### src/rtl/exec_pkg.sv
// Shared types and defaults for the execute/writeback stage.
// The EXEC_MUL_EN macro enables the iterative multiplier path.
package exec_pkg;

    localparam int EXEC_DW = 8;
    localparam int EXEC_AW = 3;

    typedef enum logic [2:0] {
        OP_ADD = 3'd0,
        OP_SUB = 3'd1,
        OP_AND = 3'd2,
        OP_OR  = 3'd3,
        OP_XOR = 3'd4,
        OP_SHL = 3'd5,
        OP_SHR = 3'd6,
        OP_MUL = 3'd7
    } exec_op_e;

    typedef enum logic {
        S_IDLE = 1'b0,
        S_MUL  = 1'b1
    } exec_state_e;

endpackage

### src/rtl/exec_stage_mul_iter.sv
// Shift-add multiplier: one partial product per cycle, W cycles per operation.
// Built only when EXEC_MUL_EN is defined.
module mul_iter #(
    parameter int W = 8
) (
    input  logic           clk,
    input  logic           rst,
    input  logic           start_i,
    input  logic [W-1:0]   a_i,
    input  logic [W-1:0]   b_i,
    output logic           busy_o,
    output logic           done_o,
    output logic [2*W-1:0] prod_o
);

    localparam int CW = $clog2(W);

    logic [2*W-1:0] mcand_q;
    logic [2*W-1:0] acc_q;
    logic [2*W-1:0] acc_d;
    logic [W-1:0]   mplier_q;
    logic [CW-1:0]  cnt_q;
    logic           busy_q;

    // The product is valid combinationally during the final step
    assign acc_d  = acc_q + (mplier_q[0] ? mcand_q : '0);
    assign done_o = busy_q && (cnt_q == CW'(W - 1));
    assign busy_o = busy_q;
    assign prod_o = acc_d;

    always_ff @(posedge clk) begin
        if (rst) begin
            busy_q   <= 1'b0;
            cnt_q    <= '0;
            acc_q    <= '0;
            mcand_q  <= '0;
            mplier_q <= '0;
        end else if (start_i) begin
            busy_q   <= 1'b1;
            cnt_q    <= '0;
            acc_q    <= '0;
            mcand_q  <= {{W{1'b0}}, a_i};
            mplier_q <= b_i;
        end else if (busy_q) begin
            acc_q    <= acc_d;
            mcand_q  <= mcand_q << 1;
            mplier_q <= mplier_q >> 1;
            cnt_q    <= cnt_q + 1'b1;
            if (done_o) begin
                busy_q <= 1'b0;
            end
        end
    end

endmodule

### src/rtl/exec_stage.sv
// Execute/writeback stage with writeback forwarding into reg_file.
// Define EXEC_MUL_EN to support MUL; otherwise opcode 7 raises err.
module exec_stage
    import exec_pkg::*;
#(
    parameter int DW = EXEC_DW,
    parameter int AW = EXEC_AW
) (
    input  logic          clk,
    input  logic          rst,
    input  logic          in_valid,
    output logic          in_ready,
    input  logic [2:0]    in_op,
    input  logic [AW-1:0] in_rd,
    input  logic [AW-1:0] in_rs1,
    input  logic [AW-1:0] in_rs2,
    output logic [AW-1:0] rf_rd_addr1,
    output logic [AW-1:0] rf_rd_addr2,
    input  logic [DW-1:0] rf_rd_data1,
    input  logic [DW-1:0] rf_rd_data2,
    output logic          rf_we,
    output logic [AW-1:0] rf_wr_addr,
    output logic [DW-1:0] rf_wr_data,
    output logic          flag_z,
    output logic          flag_c,
    output logic          err
);

    exec_op_e      op;
    logic          fire;
    logic [DW-1:0] opa;
    logic [DW-1:0] opb;
    logic [DW-1:0] res;
    logic [DW:0]   sum;
    logic          carry;

    logic          we_q;
    logic [AW-1:0] waddr_q;
    logic [DW-1:0] wdata_q;
    logic          z_q;
    logic          c_q;
    logic          err_q;

    assign op          = exec_op_e'(in_op);
    assign rf_rd_addr1 = in_rs1;
    assign rf_rd_addr2 = in_rs2;

    // The pending writeback has not reached the register file yet
    assign opa = (we_q && waddr_q == in_rs1) ? wdata_q : rf_rd_data1;
    assign opb = (we_q && waddr_q == in_rs2) ? wdata_q : rf_rd_data2;

    always_comb begin
        res   = '0;
        sum   = '0;
        carry = 1'b0;
        unique case (op)
            OP_ADD: begin
                sum   = {1'b0, opa} + {1'b0, opb};
                res   = sum[DW-1:0];
                carry = sum[DW];
            end
            OP_SUB: begin
                sum   = {1'b0, opa} - {1'b0, opb};
                res   = sum[DW-1:0];
                carry = sum[DW];
            end
            OP_AND: res = opa & opb;
            OP_OR:  res = opa | opb;
            OP_XOR: res = opa ^ opb;
            OP_SHL: res = opa << opb[2:0];
            OP_SHR: res = opa >> opb[2:0];
            OP_MUL: res = '0;
        endcase
    end

`ifdef EXEC_MUL_EN
    exec_state_e     state_q;
    logic [AW-1:0]   rd_q;
    logic            mul_busy;
    logic            mul_done;
    logic [2*DW-1:0] mul_prod;

    assign in_ready = !rst && state_q == S_IDLE && !mul_busy;
    assign fire     = in_valid && in_ready;

    mul_iter #(.W(DW)) u_mul (
        .clk     (clk),
        .rst     (rst),
        .start_i (fire && op == OP_MUL),
        .a_i     (opa),
        .b_i     (opb),
        .busy_o  (mul_busy),
        .done_o  (mul_done),
        .prod_o  (mul_prod)
    );

    always_ff @(posedge clk) begin
        if (rst) begin
            state_q <= S_IDLE;
            rd_q    <= '0;
            we_q    <= 1'b0;
            waddr_q <= '0;
            wdata_q <= '0;
            z_q     <= 1'b0;
            c_q     <= 1'b0;
            err_q   <= 1'b0;
        end else begin
            we_q  <= 1'b0;
            err_q <= 1'b0;
            case (state_q)
                S_IDLE: begin
                    if (fire && op == OP_MUL) begin
                        state_q <= S_MUL;
                        rd_q    <= in_rd;
                    end else if (fire) begin
                        we_q    <= 1'b1;
                        waddr_q <= in_rd;
                        wdata_q <= res;
                        z_q     <= (res == '0);
                        c_q     <= carry;
                    end
                end
                S_MUL: begin
                    if (mul_done) begin
                        state_q <= S_IDLE;
                        we_q    <= 1'b1;
                        waddr_q <= rd_q;
                        wdata_q <= mul_prod[DW-1:0];
                        z_q     <= (mul_prod[DW-1:0] == '0);
                        c_q     <= |mul_prod[2*DW-1:DW];
                    end
                end
            endcase
        end
    end
`else
    assign in_ready = !rst;
    assign fire     = in_valid && in_ready;

    always_ff @(posedge clk) begin
        if (rst) begin
            we_q    <= 1'b0;
            waddr_q <= '0;
            wdata_q <= '0;
            z_q     <= 1'b0;
            c_q     <= 1'b0;
            err_q   <= 1'b0;
        end else begin
            we_q  <= 1'b0;
            err_q <= fire && op == OP_MUL;
            if (fire && op != OP_MUL) begin
                we_q    <= 1'b1;
                waddr_q <= in_rd;
                wdata_q <= res;
                z_q     <= (res == '0);
                c_q     <= carry;
            end
        end
    end
`endif

    assign rf_we      = we_q;
    assign rf_wr_addr = waddr_q;
    assign rf_wr_data = wdata_q;
    assign flag_z     = z_q;
    assign flag_c     = c_q;
    assign err        = err_q;

endmodule
### config.mk
export PLATFORM = sky130hd
export DESIGN_NAME = exec_stage
export DESIGN_NICKNAME = d
export VERILOG_FILES = /design/src/rtl/exec_pkg.sv /design/src/rtl/exec_stage_mul_iter.sv /design/src/rtl/exec_stage.sv
export SDC_FILE = /design/constraint.sdc
export NUM_CORES = 1
export LEC_CHECK = 0
export BUFFER_PORTS_ARGS = -buffer_cell sky130_fd_sc_hd__buf_2
export CAP_MARGIN = 20
export CORE_MARGIN = 3
export CORE_UTILIZATION = 50
export CTS_BUF_LIST = sky130_fd_sc_hd__clkbuf_8
export DETAILED_ROUTE_END_ITERATION = 8
export GPL_TIMING_DRIVEN = 1
export PLACE_DENSITY = 0.74
export SYNTH_ARGS = -nofsm -noshare
export SYNTH_HDL_FRONTEND = slang
export SYNTH_SLANG_ARGS = --single-unit
### constraint.sdc
create_clock -name clk -period 8.9 [get_ports clk]
set_input_delay 0.445 -clock clk [delete_from_list [all_inputs] [get_ports clk]]
set_output_delay 0.445 -clock clk [all_outputs]
set_load 0.01 [all_outputs]
==> impl_results.md <==
- Starting DRT DRC Count: 302
- Global route overflow: 0
- Top FF cell, synth: dfxtp_1
- First-pass GRT wire length: 14,220 um
- CP Capture Type: register
- Place WS: 4.834 ns
- CTS tree: done
- Number of global-route vias before repair: 2,859
- Yosys reg bits: 15
- Clock Latency Late Sink: 0.25 ns
- Initial cell density of the core: 52.81%
- Fraction of registers with async set/reset: 0%
- Max Cap Viol: 0
- Chip width: ~83 um
- HP Start: in_rd[1]
- TritonRoute pass-1 iters: 5
- WS Path Type: reg2reg
- Rows: 27
- Hpwl dp: about 7000 um
- Post-CTS Setup Bufs: 0
- WL final: 8806 um
- Die H: ~83 um
- Max incr delay on CP: 0.59 ns
- Number of buffers created by CTS: 3
- Drt drc: 0
- Total Power: 0.3079 mW
- Final Hold Fails: 0
- Synth unique cells: 85
- DP Cell Count: 486
- CTS Hold Bufs: 0
- Cell area after synthesis: 0.002962 sq mm
- H-Tree Depth: 1
- Global-route usage over all layers: approximately a quarter
- Ranking of synthesized cells by area: ha_1 11%, dfxtp_1 10%, a21oi_1 5.1%
- Startpoint types: register
- Setup ws final: 4.863 ns
- Data required time of the worst path: around 9 ns
- Power per cell area: 96.97 mW/mm^2
- Unrepaired setup endpoints after global routing: no
- Leakage: between 1 and 1.5 nW
- Ports: 53
- Syn Nets: approximately 450
- Initial antenna violation count: 0
- Crit Path Max Fanout: 20
- Crit-path slowest cell: mux2i_1
- Critical-path cell list: xnor2_1 -> nand4_1 -> buf_4 -> mux2i_1 -> inv_1 -> ha_1 -> a21oi_1 -> o21ai_0 -> a21o_1 -> a2111oi_0 -> nor2_1 -> o2bb2ai_1 -> o22ai_1 -> nand3_1 -> o31ai_2
- Clk slew on worst S/H paths: approximately 0.060 ns
- Post-synth top area cell: ha_1
- Max Buffers Root-to-Sink: 2
- Routed Antenna Nets: 0
- Fin area: 0.003176 sq mm
- Peak supply drop: 0.1387 mV
- Full die area: slightly below 0.007 sq mm
- Max Slew Vio Count: 0
- Flop2flop setup slack: 4.86 ns
- F_max: 247.7 MHz
- Most frequent cells in the layout: 52 x buf_2, 40 x nand2_1, 32 x inv_1
- Worst Tran Pin Value: 0.7631 ns
- First element of the critical path: rf_wr_addr[2]
- Vias: a little over 3,000
- CP arrival: 4.21 ns
- DR vias/cell: 6.271
- Final setup violation count: 0
- Largest net degree at the start of global routing: 25
- Slew headroom: 48.74%
- Area post-placement: 0.003127 sq mm
- Routability cong.: 0.9587
- Antenna Cells: 0
- Area Overhead vs Synth: 7.224%
- Hold Path Class: in2reg
- Share of layout cells above drive strength 1: 23.44%
- Share of the synthesized area in the top cell type: around a tenth
- YS warnings: 0
- Period utilisation layout: between 40% and 50%
- Fin cells: 490
- EDFF count, synth: 0
- Avg Cell Area, Syn: 7.594 sq um
- Setup tns final: 0 ns
- Status: complete, no violations
- Layout filler cell count: 550
- Core area: 0.005608 sq mm
- Post-cts repair resize count: 0
- Sink Count: 15
- Commonest non-fill, non-tap cell in the layout: buf_2
- Synth Instances: 390
- Sequential area share after synthesis: 10.14%
- Post-DR wirelength/cell: 17.97 um
- Nets: 477
- Clock skew: ~0.0039 ns
- R2r startpoint: rf_wr_addr[2]
- Count of input and output buffers: 52
- Final Critical Period: ~4 ns
- Root Driver: clkbuf_8
==> cell usage after synthesis (3+ instances only) <==
cell and number:
nand2_1 40, inv_1 32, a21oi_1 30, ha_1 25, nor2_1 25, o21ai_0 19
nand3_1 16, dfxtp_1 15, clkbuf_1 10, mux2i_1 10, nor3_1 10, xnor2_1 10
o22ai_1 8, a211oi_1 7, buf_6 7, a31oi_1 6, buf_4 6, mux2_2 6
a21o_1 5, a41oi_1 5, a32oi_1 4, a22oi_1 3, buf_2 3, nand2b_1 3
o21bai_1 3, xnor2_2 3
==> cell families after synthesis <==
| group | Yosys count | share of synthesized area, % |
|---|---|---|
| xor gates and xnor gates | 16 | 5.746 |
| muxes | 20 | 8.153 |
| buffers and inverters | 64 | 11.20 |
| DFF | 15 | 10.14 |
| AOI/OAI and AO/OA | 128 | 31.85 |
| adders and majority gates | 27 | 11.91 |
| and+or+nand+nor | 120 | 21.00 |
==> worst paths after layout <==
path / end / cells after the start
setup / recovery: flag_z / 15
hold / removal: rf_wr_addr[1] / 3
setup reg to reg: flag_z / 15
hold reg to reg: flag_z / 2
==> per-layer routing <==
metal | GRT usage [%] | share of wire [%] | vias up
li1 | - | - | 1477
met1 | 33.80 | 43 | 1419
met2 | 40.45 | 47 | 162
met3 | 4.464 | 8.3 | 15
met4 | 3.120 | 1.4 | 0
met5 | 0 | 0 | -
==> per-stage QoR <==
step	hold WS, ns	util (%)
2_1_floorplan	0.5042	-
3_3_place_gp	0.4671	55.76
3_5_place_dp	0.4803	55.76
4_1_cts	0.3760	56.63
5_1_grt	0.3875	56.63
6_report	0.3816	56.63
==> state kept, by name, indices dropped and copies added, names as in the netlist <==
name and count:
rf_we 1, rf_wr_data 8, flag_c 1, err 1
rf_wr_addr 3, flag_z 1
==> area by class of cell <==
| class | count | area (sq um) | share of cell area [%] |
|---|---|---|---|
| well taps | 72 | 90.09 | 2.837 |
| multi-input cells | 311 | 2330 | 73.36 |
| clock buffers | 3 | 41.29 | 1.300 |
| flip-flops and latches | 15 | 300.3 | 9.456 |
| repair buffers | 53 | 267.8 | 8.432 |
| inverters | 35 | 138.9 | 4.374 |
| clock inverters | 1 | 7.507 | 0.2364 |
==> critical path, delay by kind of cell, from the launching register on <==
| kind | cells | cell delay (ns) |
|---|---|---|
| simple gates | 3 | 0.34 |
| compound gates | 7 | 1.57 |
| flops | 1 | 0.52 |
| fa+ha+maj | 1 | 0.36 |
| xor+xnor | 1 | 0.14 |
| buf+inv | 2 | 0.42 |
| mux | 1 | 0.59 |
==> where the power goes <==
group | leakage, nW | switching, mW | internal, mW
combinational | 1.28 | 0.102 | 0.0668
clock | 0.0217 | 0.0245 | 0.0314
sequential | 0.123 | 0.0102 | 0.0725
total | 1.43 | 0.137 | 0.171
Power figures use the tool's default switching activity.
